$ cat src/rtl/fxp_mult_pipe_if.sv
// fxp_mult_pipe_if: operand/result valid-ready bus of the pipelined fixed-point multiplier
interface fxp_mult_pipe_if #(
  parameter int WIDTH = 16
);
  logic in_valid, in_ready, out_valid, out_ready, overflow;
  logic [WIDTH-1:0] a, b, result;
  modport master (output in_valid, a, b, out_ready, input in_ready, out_valid, result, overflow);
  modport slave (input in_valid, a, b, out_ready, output in_ready, out_valid, result, overflow);
endinterface

$ cat src/rtl/fxp_mult_pipe.sv
// fxp_mult_pipe: pipelined Q(WIDTH-FRAC).FRAC multiplier with rounding, saturation and backpressure
module fxp_mult_pipe #(
  parameter int WIDTH    = 16,
  parameter int FRAC     = 11,
  parameter int STAGES   = 2,
  parameter int SIGNED   = 0,
  parameter int ROUND    = 1,
  parameter int SATURATE = 1
) (
  input logic clk,
  input logic rst_n,
  fxp_mult_pipe_if.slave bus
);
  localparam int PW = 2 * WIDTH;
  localparam int HW = PW - FRAC;
  localparam logic [PW-1:0] RND = ROUND != 0 ? PW'(1) << (FRAC - 1) : '0;
  logic [STAGES-1:0] v, adv;
  logic [STAGES:0] vcat;
  logic [PW-1:0] ea, eb, prod, fin_in;
  logic [HW-1:0] hi;
  logic [HW-WIDTH:0] top;
  logic ovf_c, ovf_q;
  logic [WIDTH-1:0] res_c, res_q;
  assign ea = {{WIDTH{SIGNED != 0 && bus.a[WIDTH-1]}}, bus.a};
  assign eb = {{WIDTH{SIGNED != 0 && bus.b[WIDTH-1]}}, bus.b};
  assign prod = ea * eb;
  assign vcat = {v, bus.in_valid};
  // a stage may load when it or any stage downstream of it is empty, or the sink is taking
  always_comb begin
    adv = '0;
    for (int k = 0; k < STAGES; k++) adv[k] = bus.out_ready || (~v >> k) != '0;
  end
  always_ff @(posedge clk or negedge rst_n)
    if (!rst_n) v <= '0;
    else for (int k = 0; k < STAGES; k++) if (adv[k]) v[k] <= vcat[k];
  generate
    if (STAGES == 1) begin : g_one
      assign fin_in = prod;
    end else begin : g_pipe
      logic [PW-1:0] p [STAGES-1];
      always_ff @(posedge clk or negedge rst_n)
        if (!rst_n) for (int k = 0; k < STAGES - 1; k++) p[k] <= '0;
        else begin
          if (adv[0]) p[0] <= prod;
          for (int k = 1; k < STAGES - 1; k++) if (adv[k]) p[k] <= p[k-1];
        end
      assign fin_in = p[STAGES-2];
    end
  endgenerate
  // hi is the shifted product; its top bit acts as the sign when SIGNED
  assign hi = HW'((fin_in + RND) >> FRAC);
  assign top = hi[HW-1:WIDTH-1];
  assign ovf_c = SIGNED != 0 ? !(&top || !(|top)) : |top[HW-WIDTH:1];
  assign res_c = ovf_c && SATURATE != 0
    ? (SIGNED != 0 ? {hi[HW-1], {(WIDTH-1){!hi[HW-1]}}} : '1)
    : hi[WIDTH-1:0];
  always_ff @(posedge clk or negedge rst_n)
    if (!rst_n) {ovf_q, res_q} <= '0;
    else if (adv[STAGES-1]) {ovf_q, res_q} <= {ovf_c, res_c};
  assign bus.in_ready = rst_n && adv[0];
  assign bus.out_valid = v[STAGES-1];
  assign bus.result = res_q;
  assign bus.overflow = ovf_q;
endmodule

$ cat src/flat_wrapper.sv
// flat-port wrapper written by rule: the top's interface ports become plain ports
module fxp_mult_pipe_flat 
#(
  parameter int WIDTH    = 16,
  parameter int FRAC     = 11,
  parameter int STAGES   = 2,
  parameter int SIGNED   = 0,
  parameter int ROUND    = 1,
  parameter int SATURATE = 1
)
  (clk, rst_n, bus_in_valid, bus_a, bus_b, bus_out_ready, bus_in_ready, bus_out_valid, bus_result, bus_overflow);
  fxp_mult_pipe_if #(.WIDTH(WIDTH)) bus_i ();
  input logic clk;
  input logic rst_n;
  input wire logic [$bits(bus_i.in_valid)-1:0] bus_in_valid;
  input wire logic [$bits(bus_i.a)-1:0] bus_a;
  input wire logic [$bits(bus_i.b)-1:0] bus_b;
  input wire logic [$bits(bus_i.out_ready)-1:0] bus_out_ready;
  output wire logic [$bits(bus_i.in_ready)-1:0] bus_in_ready;
  output wire logic [$bits(bus_i.out_valid)-1:0] bus_out_valid;
  output wire logic [$bits(bus_i.result)-1:0] bus_result;
  output wire logic [$bits(bus_i.overflow)-1:0] bus_overflow;
  assign bus_i.in_valid = bus_in_valid;
  assign bus_i.a = bus_a;
  assign bus_i.b = bus_b;
  assign bus_i.out_ready = bus_out_ready;
  assign bus_in_ready = bus_i.in_ready;
  assign bus_out_valid = bus_i.out_valid;
  assign bus_result = bus_i.result;
  assign bus_overflow = bus_i.overflow;
  fxp_mult_pipe #(.WIDTH(WIDTH), .FRAC(FRAC), .STAGES(STAGES), .SIGNED(SIGNED), .ROUND(ROUND), .SATURATE(SATURATE)) u_core (.clk(clk), .rst_n(rst_n), .bus(bus_i));
endmodule
$ cat config.mk
export PLATFORM = sky130hd
export DESIGN_NAME = fxp_mult_pipe_flat
export DESIGN_NICKNAME = d
export VERILOG_FILES = /design/src/rtl/fxp_mult_pipe_if.sv /design/src/rtl/fxp_mult_pipe.sv /design/src/flat_wrapper.sv
export SDC_FILE = /design/constraint.sdc
export NUM_CORES = 1
export LEC_CHECK = 0
export ABC_AREA = 1
export CAP_MARGIN = 20
export CORE_ASPECT_RATIO = 0.8
export CORE_MARGIN = 4
export CORE_UTILIZATION = 49
export DETAILED_ROUTE_END_ITERATION = 6
export PLACE_DENSITY_LB_ADDON = 0.12
export SETUP_SLACK_MARGIN = 0.4
export SLEW_MARGIN = 20
export SYNTH_ARGS = -nofsm -noshare
export SYNTH_HDL_FRONTEND = slang
export SYNTH_SLANG_ARGS = --single-unit
$ cat constraint.sdc
create_clock -name clk -period 2.3 [get_ports clk]
set_clock_uncertainty 0.15 [all_clocks]
set_input_delay 0.575 -clock clk [delete_from_list [all_inputs] [get_ports clk]]
set_output_delay 0.575 -clock clk [all_outputs]
set_load 0.01 [all_outputs]
# Word-level counts from Yosys, hierarchy flattened
# Index checks and enable logic that the tools add are counted.
# totals
register_bits	51
inputBits	36
wordCells	14
# classes
n_mul	1
mux	1
reduce_logical	5
bitwise_logic	1
n_addsub	1
# op_table
op	count
adder 32 x 11 -> 32 bit (second input constant)	1
multiplier 16 x 16 -> 32 bit	1
2-to-1 mux 16 bit	1
OR reduction 5 bit	1
logical OR 1 bit	2
inverter 2 bit	1
nonzero test 2 bit	1
logical AND 1 bit	1

# Longest topological paths before layout
# depth
depth_word	4
ltp_mapped	28
depth_no_buf	26

# Worst setup path after synthesis
# Ideal clock, no wire load.
# synth_path
path_kind	input to register
startpoint	input port bus_a[12]
endpoint	register u_core.g_pipe.p (netlist bit u_core.fin_in[14])
arrival_time_ps	5429
setup_slack_ps	-3412
required_time_ps	2017
stages	20
setup_ps	133
path_cell_list	clkbuf_1 -> clkbuf_1 -> nand2_1 -> fa_1 -> fa_1 -> fa_1 -> inv_1 -> fa_1 -> fa_1 -> inv_1 -> fa_1 -> inv_1 -> ha_1 -> a21oi_1 -> o21ai_0 -> a21oi_1 -> nand2_1 -> or2_2 -> nand3_1 -> o21ai_0
# synth_between
elab_chain_cells	1
# synth_lines
item	line	rtl
start, declared	flat_wrapper.sv:16	input wire logic [$bits(bus_i.a)-1:0] bus_a;
multiplier 16 x 16 -> 32 bit	fxp_mult_pipe.sv:26	assign prod = ea * eb;
end, declared	fxp_mult_pipe.sv:40	logic [PW-1:0] p [STAGES-1];
# No other way between the ends.
# A chain may end at the register's enable or synchronous reset.

# Worst setup path in the final report
# layout_path
startpoint	input port bus_a[6]
endpoint	register u_core.g_pipe.p (netlist bit u_core.fin_in[23])
# The elaborated chain is that of the path after synthesis.

==> results.md <==
- The flow ran to the end, but the final reports show violations.
- The final reports fail on setup timing.
- During synthesis, Yosys emitted a total of 0 warnings.
- The startpoint of the worst setup timing path is bus_a[6].
- Once detail routing completed, the nets flagged for antenna violations numbered 0.
- The maximum cell stage delay along the critical path is 560 ps.
- In this run, placement finished with an instance count of 2000.
- In this run the critical register-to-register path is launched from u_core.fin_in[23].
- The via count is 10530.
- The number of placement rows is 49.
- The final layout contains 2126 nets.
- The region available for standard cell placement spans 0.02250 mm².
- Setup violations remaining at the end of the flow were counted as 22.
- After legalization and detailed placement, the total HPWL measured 25180 µm.
- The average cell area after synthesis is 7.248 µm².
- Excluding fillers, the count of instances in the completed layout stands at 2102.
- The slowest library cell on the worst path is sky130_fd_sc_hd__fa_1.
- The die covers 0.02538 mm².
- STA classifies the critical path startpoint as an input port.
- The sequential area share after synthesis is 0.09151.
- During I/O placement, the number of pins put on the boundary was 55.
- In the synthesized netlist the async set-or-reset flop fraction comes to 1.000.
- The final hold slack is 225.2 ps.
- The final antenna diode count is 0.
- TritonCTS built the clock tree.
- For this configuration, the core starts out at a cell density of 0.4983.
- The critical path ends at u_core.fin_in[23].
- The die is 143.3 µm tall.
- Entering global routing, the biggest net connects 42 pins.
- The sink count of the clock tree is 41.
- The fraction of the cycle the final worst path needs is 2.358.
- Dividing the detail-routed via count by the number of cells gives 5.008.
- The most frequent standard cell in the layout excluding fill and tap cells is sky130_fd_sc_hd__nand2_1.
- The headroom to the max-slew limit is 0.6456.
- The final weighted congestion in routability-driven placement is 0.9161.
- The total congestion overflow is 0.
- The signal arrival time at the worst endpoint is 5450 ps.
- The mapped netlist covers 0.01121 mm².
- The number of nets in the synthesized netlist is 1878.
- By area the synthesized netlist is led by sky130_fd_sc_hd__fa_1 (34%), sky130_fd_sc_hd__nand2_1 (15%), sky130_fd_sc_hd__inv_1 (14%).
- The register-to-register path setup slack is 270 ps.
- The number of endpoints with negative hold slack in the final report is 0.
- The first routing iteration left 774 violations.
- STA puts the critical path data required time at 2330 ps.
- The most used flip-flop cell after synthesis is sky130_fd_sc_hd__dfrtp_1.
- The critical path contains buffers and inverters numbering 9 combined.
- For this run, the top clock speed supported by timing is 0.1844 GHz.
- After detailed routing, the total wire length is 33740 µm.
- The number of different library cells in the post-synthesis netlist is 33.
- After filler insertion, the fill cell instance count of the layout stands at 1793.
- The reg-to-reg endpoint is u_core.bus.result[0].
- The root cell of the clock tree is sky130_fd_sc_hd__clkbuf_16.
- The total routing usage reported by global routing is 0.2796.
- The number of detailed-route iterations in the first pass is 5.
- The via count of the first global-routing pass is 11210.
- The share of the synthesized area in the top cell type is 0.3446.
- The number of buffers inserted by hold repair at cts is 0.
- The transition time of the tightest slew-check pin is 531.7 ps.
- The critical path start-end classification is in2reg.
- The post-synthesis cell count is 1547.
- The worst path in the final design needs a cycle of 5423 ps, including I/O delays and setup.
- From left edge to right edge, the die measures 177.1 µm.
- Timing analysis after detailed placement gives a worst setup slack of -3854 ps.
- The tightest min-delay check is of the in2async type.
- The number of clock buffers inserted by TritonCTS is 5.
- In the final routed layout, each cell accounts on average for 16.05 µm.
- Setup repair after global routing could not meet its margin everywhere.
- In this run the worst path has a maximum fanout of 5.
- The worst register-to-register path has a depth of 11.
- The CTS H-tree depth is 2.
- The number of pins with negative max-slew slack in the final report is 0.
- The critical path runs through a total of 27 cells.
- In the post-route analysis, the smallest setup slack over all paths is -3123 ps.
- The initial antenna violation count was 0.
- The number of flops mapped to enable cells by yosys is 0.
- The clock edge transition at the registers on the reported setup and hold paths is 60 ps.
- After detailed routing, the number of remaining DRC violations is 0.
- The number of buffer cells added on primary ports is 54.
- The first-pass GRT wire length is 56570 µm.
- The area growth from synthesis to layout is 41.09%.
- In the layout the commonest cells are sky130_fd_sc_hd__nand2_1 (369), sky130_fd_sc_hd__inv_1 (352), sky130_fd_sc_hd__buf_4 (182).
- Counting along the longest clock path gives a buffer depth of 2.
- Clock latency on the worst-skew pair, taken at its later pin, is 290 ps.
- The cell that appears most often on the critical path is sky130_fd_sc_hd__fa_1.
- Max-cap violations in this run came to 0.
- The synthesized design contains 41 register bits.
- The fraction of layout instances using a drive strength above 1 is 0.3380.
- The largest area contributor in the synthesized netlist is sky130_fd_sc_hd__fa_1.
- STA classifies the critical path endpoint as a flip-flop.
- The gate family responsible for the most delay along the worst path is adder cells.
[metrics by stage]
| stage | setup TNS (ps) | utilization | instance area (µm²) |
|---|---|---|---|
| after floorplan | -64100 | - | 12060 |
| after global placement | -80570 | 0.6038 | 13590 |
| after detailed placement | -81440 | 0.6038 | 13590 |
| after CTS | -65580 | 0.6840 | 15390 |
| after global routing | -70310 | 0.7031 | 15820 |
| final | -66350 | 0.7031 | 15820 |
[synth_stat cells (3+ instances only)]
cell type	instances
sky130_fd_sc_hd__ha_1	102
sky130_fd_sc_hd__nand2_1	439
sky130_fd_sc_hd__nor2_2	10
sky130_fd_sc_hd__o21ai_2	7
sky130_fd_sc_hd__nand4_1	6
sky130_fd_sc_hd__o21ai_0	36
sky130_fd_sc_hd__inv_1	407
sky130_fd_sc_hd__nor2_1	91
sky130_fd_sc_hd__fa_1	193
sky130_fd_sc_hd__nand3b_1	8
sky130_fd_sc_hd__nor3_1	8
sky130_fd_sc_hd__clkbuf_1	67
sky130_fd_sc_hd__nand2_2	7
sky130_fd_sc_hd__xnor2_1	8
sky130_fd_sc_hd__a21oi_1	39
sky130_fd_sc_hd__or2_2	4
sky130_fd_sc_hd__xor2_1	9
sky130_fd_sc_hd__dfrtp_1	41
sky130_fd_sc_hd__nor2_4	3
sky130_fd_sc_hd__nand3_1	44
[worst register-to-register path: stages (launching register included)]
cell and delay [ps]:
sky130_fd_sc_hd__dfrtp_1 420, sky130_fd_sc_hd__nand2_2 90, sky130_fd_sc_hd__nor2_2 120, sky130_fd_sc_hd__inv_2 70, sky130_fd_sc_hd__nor3_4 230, sky130_fd_sc_hd__nand3_1 100, sky130_fd_sc_hd__nand2_1 80, sky130_fd_sc_hd__nand2_2 70
sky130_fd_sc_hd__nor2_4 120, sky130_fd_sc_hd__nand3_4 220, sky130_fd_sc_hd__nand2_8 180, sky130_fd_sc_hd__o21ai_1 70
[sequential cells by signal, indices dropped and copies added, names as in the netlist]
signal,flops
u_core.fin_in,22
u_core.bus.result,16
u_core.v,2
u_core.bus.overflow,1
[worst min-delay path by stage]
stage	slack [ps]	startpoint	cells after the start	to
global placement	320	u_core.v[0]	2	u_core.v[1]
CTS	240	rst_n	2	u_core.bus.result[14]
detailed placement	330	u_core.v[0]	2	u_core.v[1]
floorplan	130	rst_n	0	u_core.bus.overflow
global route	270	rst_n	2	u_core.bus.result[10]
finish	230	rst_n	2	u_core.v[1]
[area by class of cell]
type / count / area (µm²) / share of cell area
clock buffers: 7 / 142.6 / 0.009017
clock inverters: 1 / 30.03 / 0.001898
inverters: 408 / 1534 / 0.09697
multi-input cells: 1031 / 9701 / 0.6132
flip-flops and latches: 41 / 1036 / 0.06549
well taps: 306 / 382.9 / 0.02420
repair buffers: 308 / 2993 / 0.1892
[timing repair]
item                                    CTS  global route
resized for setup                       405            95
buffers inserted                         60            21
pin swaps                               147            49
gates cloned                             12             1
endpoints found under the setup margin   50            48
[logic make-up (layout without fill, tap and decap cells)]
family / after synthesis / after routing / synth area share
AND/OR/NAND/NOR: 630 / 631 / 0.2327
buffers and inverters: 476 / 724 / 0.1608
flip-flops: 41 / 41 / 0.09151
XOR/XNOR: 17 / 17 / 0.01328
adder cells (fa/ha/maj): 295 / 295 / 0.4584
AO/OA/AOI/OAI: 88 / 88 / 0.04330
[per-layer routing]
metal / track usage / vias to the layer above / part of all wire
li1: - / 4963 / -
met1: 0.4026 / 5125 / 0.44
met2: 0.4672 / 381 / 0.47
met3: 0.03367 / 57 / 0.077
met4: 0.04681 / 0 / 0.019
met5: 0 / - / 0
Power is not shown: default switching activity piles up to over one toggle a cycle in this logic, so the estimate is an artifact.
==> variant 1, RTL diff (same settings) <==
`WIDTH` is set to 16 in 3 places; all go to 24.
--- a/src/rtl/fxp_mult_pipe_if.sv
+++ b/src/rtl/fxp_mult_pipe_if.sv
@@ -2,3 +2,3 @@
 interface fxp_mult_pipe_if #(
-  parameter int WIDTH = 16
+  parameter int WIDTH = 24
 );
--- a/src/rtl/fxp_mult_pipe.sv
+++ b/src/rtl/fxp_mult_pipe.sv
@@ -2,3 +2,3 @@
 module fxp_mult_pipe #(
-  parameter int WIDTH    = 16,
+  parameter int WIDTH    = 24,
   parameter int FRAC     = 11,
--- a/src/flat_wrapper.sv
+++ b/src/flat_wrapper.sv
@@ -3,3 +3,3 @@
 #(
-  parameter int WIDTH    = 16,
+  parameter int WIDTH    = 24,
   parameter int FRAC     = 11,
Ports: changed (resized bus_a, bus_b and bus_result); port bits go from 55 to 79. The function was not compared with the original's and may differ.
==> variant 1 against the original RTL <==
The flow still finishes with violations (setup timing); hold slack worse by 0.21 ns; wire length rose to 2.6 times the old value; area after synthesis up 110%; critical path depth unchanged; sequential cell count up 24; utilization up 2.1 points; worst setup slack worse by 0.85 ns; register-to-register slack worse by 0.28 ns; synthesized cell count up 110%; cell count up 110%; count of clock-buffer cells in the layout up 2; cell area up 120%.
Power is not shown: default switching activity piles up to over one toggle a cycle in this logic, so the estimate is an artifact.
==> variant 1: results (changes against the original RTL) <==
status: "complete, but fails checks"
failed_checks: "setup timing"
crit_start: "bus_a[11]"
rr_endpoint: "u_core.bus.result[1]$_DFFE_PN0P_"
pre_cts_ws_ns: -4.85  # -0.997 ns
grt_start_max_net_pins: 55  # +31%
cts_made_buffers: 9  # +4
synthTopCellsByArea: "fa_1 41%, nand2_1 15%, inv_1 14%"
vias: 22600  # +120%
critical_path.max_stage_delay_ns: 0.59  # +0.03 ns
route.met3.wl_mm: 9.78  # +270%
fin_nets: 4418  # +110%
numPortBuffers: 78  # +44%
grt_use_met3_pct: 10.2  # +6.8 points
wl_met1_mm: 35.5  # +140%
reg2reg_depth: 16  # +5
insertion_delay_ns: 0.34  # +0.05 ns
h-tree-depth: 3  # +1
worst_slew_pin_slew_ns: 0.758  # +0.226 ns
wl_per_cell_um: 20.1  # +25%
postCtsSetupBuffers: 111  # +85%
n_fill_cell: 3589  # +100%
drive_gt1_share_pct: 34.9  # +1.1 points
path_clk_slew_ns: 0.06  # about the same
crit_arrival_ns: 6.36  # +0.91 ns
largest_reg_flops: 38  # +73%
dp_hpwl_mm: 62.0  # +150%
postCtsResizedCells: 774  # +91%
synth_cell_types: 35  # +6.1%
grt_pass1_wl_mm: 136  # +140%
dr.pass1.iters: 6  # +1
fin_ws_ns: -3.97  # -0.849 ns
r2r-start: "u_core.fin_in[24]$_DFFE_PN0N_"
wl_met2_mm: 39.5  # +150%
placed_cells: 4110  # +110%
crit_end: "u_core.fin_in[39]$_DFFE_PN0N_"
antenna_found_initial: 2  # +2
ys_top_cells_by_count: "918 x nand2_1, 898 x inv_1, 481 x fa_1, 188 x nor2_1, 171 x ha_1"
grtUsageTotal_pct: 34.3  # +6.3 points
syn_nets: 3876  # +110%
place.gp.congestion: 0.900  # -1.7%
use_met1_pct: 47.5  # +7.2 points
drtIter0Drc: 1864  # +140%
use_met2_pct: 53.8  # +7.1 points
finalSetupViolCount: 43  # +95%
ys_seq_area_share_pct: 6.94  # -2.2 points
grt_pass1_vias: 24200  # +120%
num_antenna_cells: 0  # unchanged
holdWs_ns: 0.0188  # -0.206 ns
fin_cells: 4339  # +110%
top_layer_used: "met5"
rrSetupSlack_ns: -0.01  # -0.28 ns
min_path_type: "primary input to asynchronous set/reset pin"
fin_tns_setup_ns: -143.88  # -77.53 ns
placed_area_mm2: 0.0285  # +110%
## variant 1: worst max-delay path: cells and delay by family
family / cells / cell delay, ns
AND/OR/NAND/NOR: 7 / 0.61
adder cells (fa/ha/maj): 8 / 4.09
buffers and inverters: 9 / 0.92
AO/OA/AOI/OAI: 3 / 0.13
## variant 1: final cells by class
class / instances / area (um^2) / share of cell area, %
clock buffers: 9 / 225 / 0.660
clock inverters: 7 / 95.1 / 0.279
inverters: 904 / 3410 / 9.99
multi-input cells: 2095 / 20900 / 61.4
flip-flops and latches: 65 / 1660 / 4.85
well taps: 620 / 776 / 2.27
repair buffers: 639 / 7030 / 20.6
## variant 1: cells by family after synthesis
kind of cell / after synthesis / share of synthesized area (%)
AOI/OAI and AO/OA: 163 / 3.95
xor gates and xnor gates: 43 / 1.61
adders and majority gates: 652 / 50.2
buffers and inverters: 1012 / 16.3
DFF: 65 / 6.94
and+or+nand+nor: 1237 / 21.0
==> variant 2, RTL diff (config.mk and constraints unchanged) <==
Made on the original files. Reset style: synchronous (`rst_n`), changed in 3 clocked blocks.
--- a/src/rtl/fxp_mult_pipe.sv
+++ b/src/rtl/fxp_mult_pipe.sv
@@ -32,3 +32,3 @@
   end
-  always_ff @(posedge clk or negedge rst_n)
+  always_ff @(posedge clk)
     if (!rst_n) v <= '0;
@@ -40,3 +40,3 @@
       logic [PW-1:0] p [STAGES-1];
-      always_ff @(posedge clk or negedge rst_n)
+      always_ff @(posedge clk)
         if (!rst_n) for (int k = 0; k < STAGES - 1; k++) p[k] <= '0;
@@ -56,3 +56,3 @@
     : hi[WIDTH-1:0];
-  always_ff @(posedge clk or negedge rst_n)
+  always_ff @(posedge clk)
     if (!rst_n) {ovf_q, res_q} <= '0;
Function: differs if rst_n is asserted again (counterexample within 4 cycles, from zero or initial values and one cycle with rst_n low); with rst_n held inactive, the same outputs for 10 cycles.
==> variant 2 against the original RTL <==
The flow still finishes with violations (setup timing); area after synthesis up 0.66%; wire length rose by 4.4%; die area is 0.62% higher; worst setup slack lost 0.11 ns; maximum frequency down 2.0%; cell area up 4.4%; sequential cell count is the same; critical path type unchanged; critical endpoint is now u_core.g_pipe.p[0][30]$_SDFFCE_PN0P_; largest cell class unchanged; highest routed layer unchanged.
Power is not shown: default switching activity piles up to over one toggle a cycle in this logic, so the estimate is an artifact.
==> variant 2: results (changes against the original RTL) <==
wirelength_mm: 35.2  # +4.4%
n_fill_cell: 1659  # -7.5%
clockBufferDepth: 2  # unchanged
status: "complete, but fails checks"
synth_edf_count: 22  # +22
syn_area_per_cell_um2: 7.30  # +0.66%
antenna_found_initial: 0  # unchanged
rr_endpoint: "u_core.bus.result[15]$_SDFFE_PN0P_"
syn_nets: 1878  # unchanged
fin_ws_ns: -3.23  # -0.108 ns
finalSetupViolCount: 22  # unchanged
crit_start: "bus_b[15]"
num_antenna_cells: 0  # unchanged
critical_path.max_stage_delay_ns: 0.54  # -0.02 ns
grt_start_max_net_pins: 23  # -45%
dp_hpwl_mm: 24.4  # -3.1%
yosysWarnings: 0  # unchanged
grtUsageTotal_pct: 27.3  # -0.67 points
drtIter0Drc: 742  # -4.1%
ys_top_cells_by_count: "436 x inv_1, 407 x nand2_1, 193 x fa_1, 102 x ha_1, 79 x nor2_1"
r2r-start: "u_core.g_pipe.p[0][16]$_SDFFCE_PN0P_"
placed_cells: 1980  # -1.0%
crit_arrival_ns: 5.43  # -0.02 ns
min_path_type: "flop to flop"
final_util_pct: 73.2  # +2.9 points
cts_made_buffers: 5  # unchanged
drive_gt1_share_pct: 37.5  # +3.7 points
fin_nets: 2147  # +0.99%
crit_end: "u_core.g_pipe.p[0][30]$_SDFFCE_PN0P_"
rrSetupSlack_ns: 0.18  # -0.09 ns
grt_pass1_wl_mm: 55.2  # -2.4%
reg2reg_depth: 13  # +2
failed_checks: "setup timing"
dr.pass1.iters: 5  # unchanged
slew_headroom_pct: 77.3  # +13 points
largest_reg_flops: 22  # unchanged
h-tree-depth: 2  # unchanged
place.gp.congestion: 0.910  # -0.63%
ys.flop_type: "edfxtp_1"
synth_cell_types: 38  # +15%
cp_max_fo: 4  # -1
grt_pass1_vias: 11000  # -2.3%
viasPerCell: 5.07  # +1.2%
ys_seq_area_share_pct: 9.22  # +0.073 points
synthTopCellsByArea: "fa_1 34%, inv_1 15%, nand2_1 14%"
placed_area_mm2: 0.0134  # -1.3%
synthArstFlopShare_pct: 0  # -100 points
wl_per_cell_um: 16.6  # +3.4%
-- variant 2: cell types whose count changed after synthesis, moves of 5 or more --
cell      delta
nor2_1      -12
dfxtp_1     +19
inv_1       +29
nand3b_1     -5
a21oi_1     +20
nand3_1      -6
edfxtp_1    +22
dfrtp_1     -41
o21ai_2      -7
nand3_2     +14
nand2_1     -32
nor2_2       -7
-- variant 2: final cells by class --
type                            count  share of cell area [%]
Multi-Input combinational cell    997                    59.9
Timing Repair Buffer              330                    20.6
Inverter                          441                    10.1
Sequential cell                    41                    6.31
Tap cell                          306                    2.32
Clock buffer                        6                   0.803
Clock inverter                      2                  0.0606
-- variant 2: what timing repair did --
action / 4_1_cts / 5_1_grt
endpoints found under the setup margin: 42 / 53
cloned: 9 / 2
hold endpoints to repair: 0 / 0
setup buffers: 91 / 33
pin swaps: 145 / 144
gates resized for setup: 433 / 183
-- variant 2: how the worst min path moves through the flow --
stage,from,to,slack [ns],cells after the start
floorplan,u_core.v[0]$_SDFFE_PN0P_,u_core.v[1]$_SDFFE_PN0P_,0.28,2
global placement,u_core.v[0]$_SDFFE_PN0P_,u_core.v[1]$_SDFFE_PN0P_,0.30,2
detailed placement,u_core.v[0]$_SDFFE_PN0P_,u_core.v[1]$_SDFFE_PN0P_,0.30,2
CTS,u_core.v[0]$_SDFFE_PN0P_,u_core.v[1]$_SDFFE_PN0P_,0.32,2
global route,u_core.v[0]$_SDFFE_PN0P_,u_core.v[1]$_SDFFE_PN0P_,0.40,2
finish,u_core.v[0]$_SDFFE_PN0P_,u_core.v[1]$_SDFFE_PN0P_,0.38,2
-- variant 2: kinds of logic (layout without fill, tap and decap cells) --
logic type               count (synthesis)  in the layout  synth area share, %
XOR/XNOR                                16             16                 1.24
adder cells (fa/ha/maj)                295            295                 45.5
buffers and inverters                  509            779                 17.2
flip-flops                              41             41                 9.22
AO/OA/AOI/OAI                          107            107                 4.92
AND/OR/NAND/NOR                        579            579                 21.9
-- variant 2: per-layer routing --
metal / wire length [um] / vias to the layer above / track usage, %
met5: 0 / - / 0
met4: 652 / 0 / 4.39
met3: 2890 / 68 / 5.26
met2: 16900 / 389 / 45.5
met1: 14800 / 5276 / 38.0
li1: - / 5028 / -
-- variant 2: metrics by stage --
| stage | worst slack (ns) | TNS [ns] |
|---|---|---|
| floorplan | -3.11 | -65.63 |
| global placement | -4.02 | -84.26 |
| detailed placement | -3.99 | -84.22 |
| CTS | -3.14 | -66.65 |
| global route | -3.38 | -71.03 |
| finish | -3.23 | -68.35 |
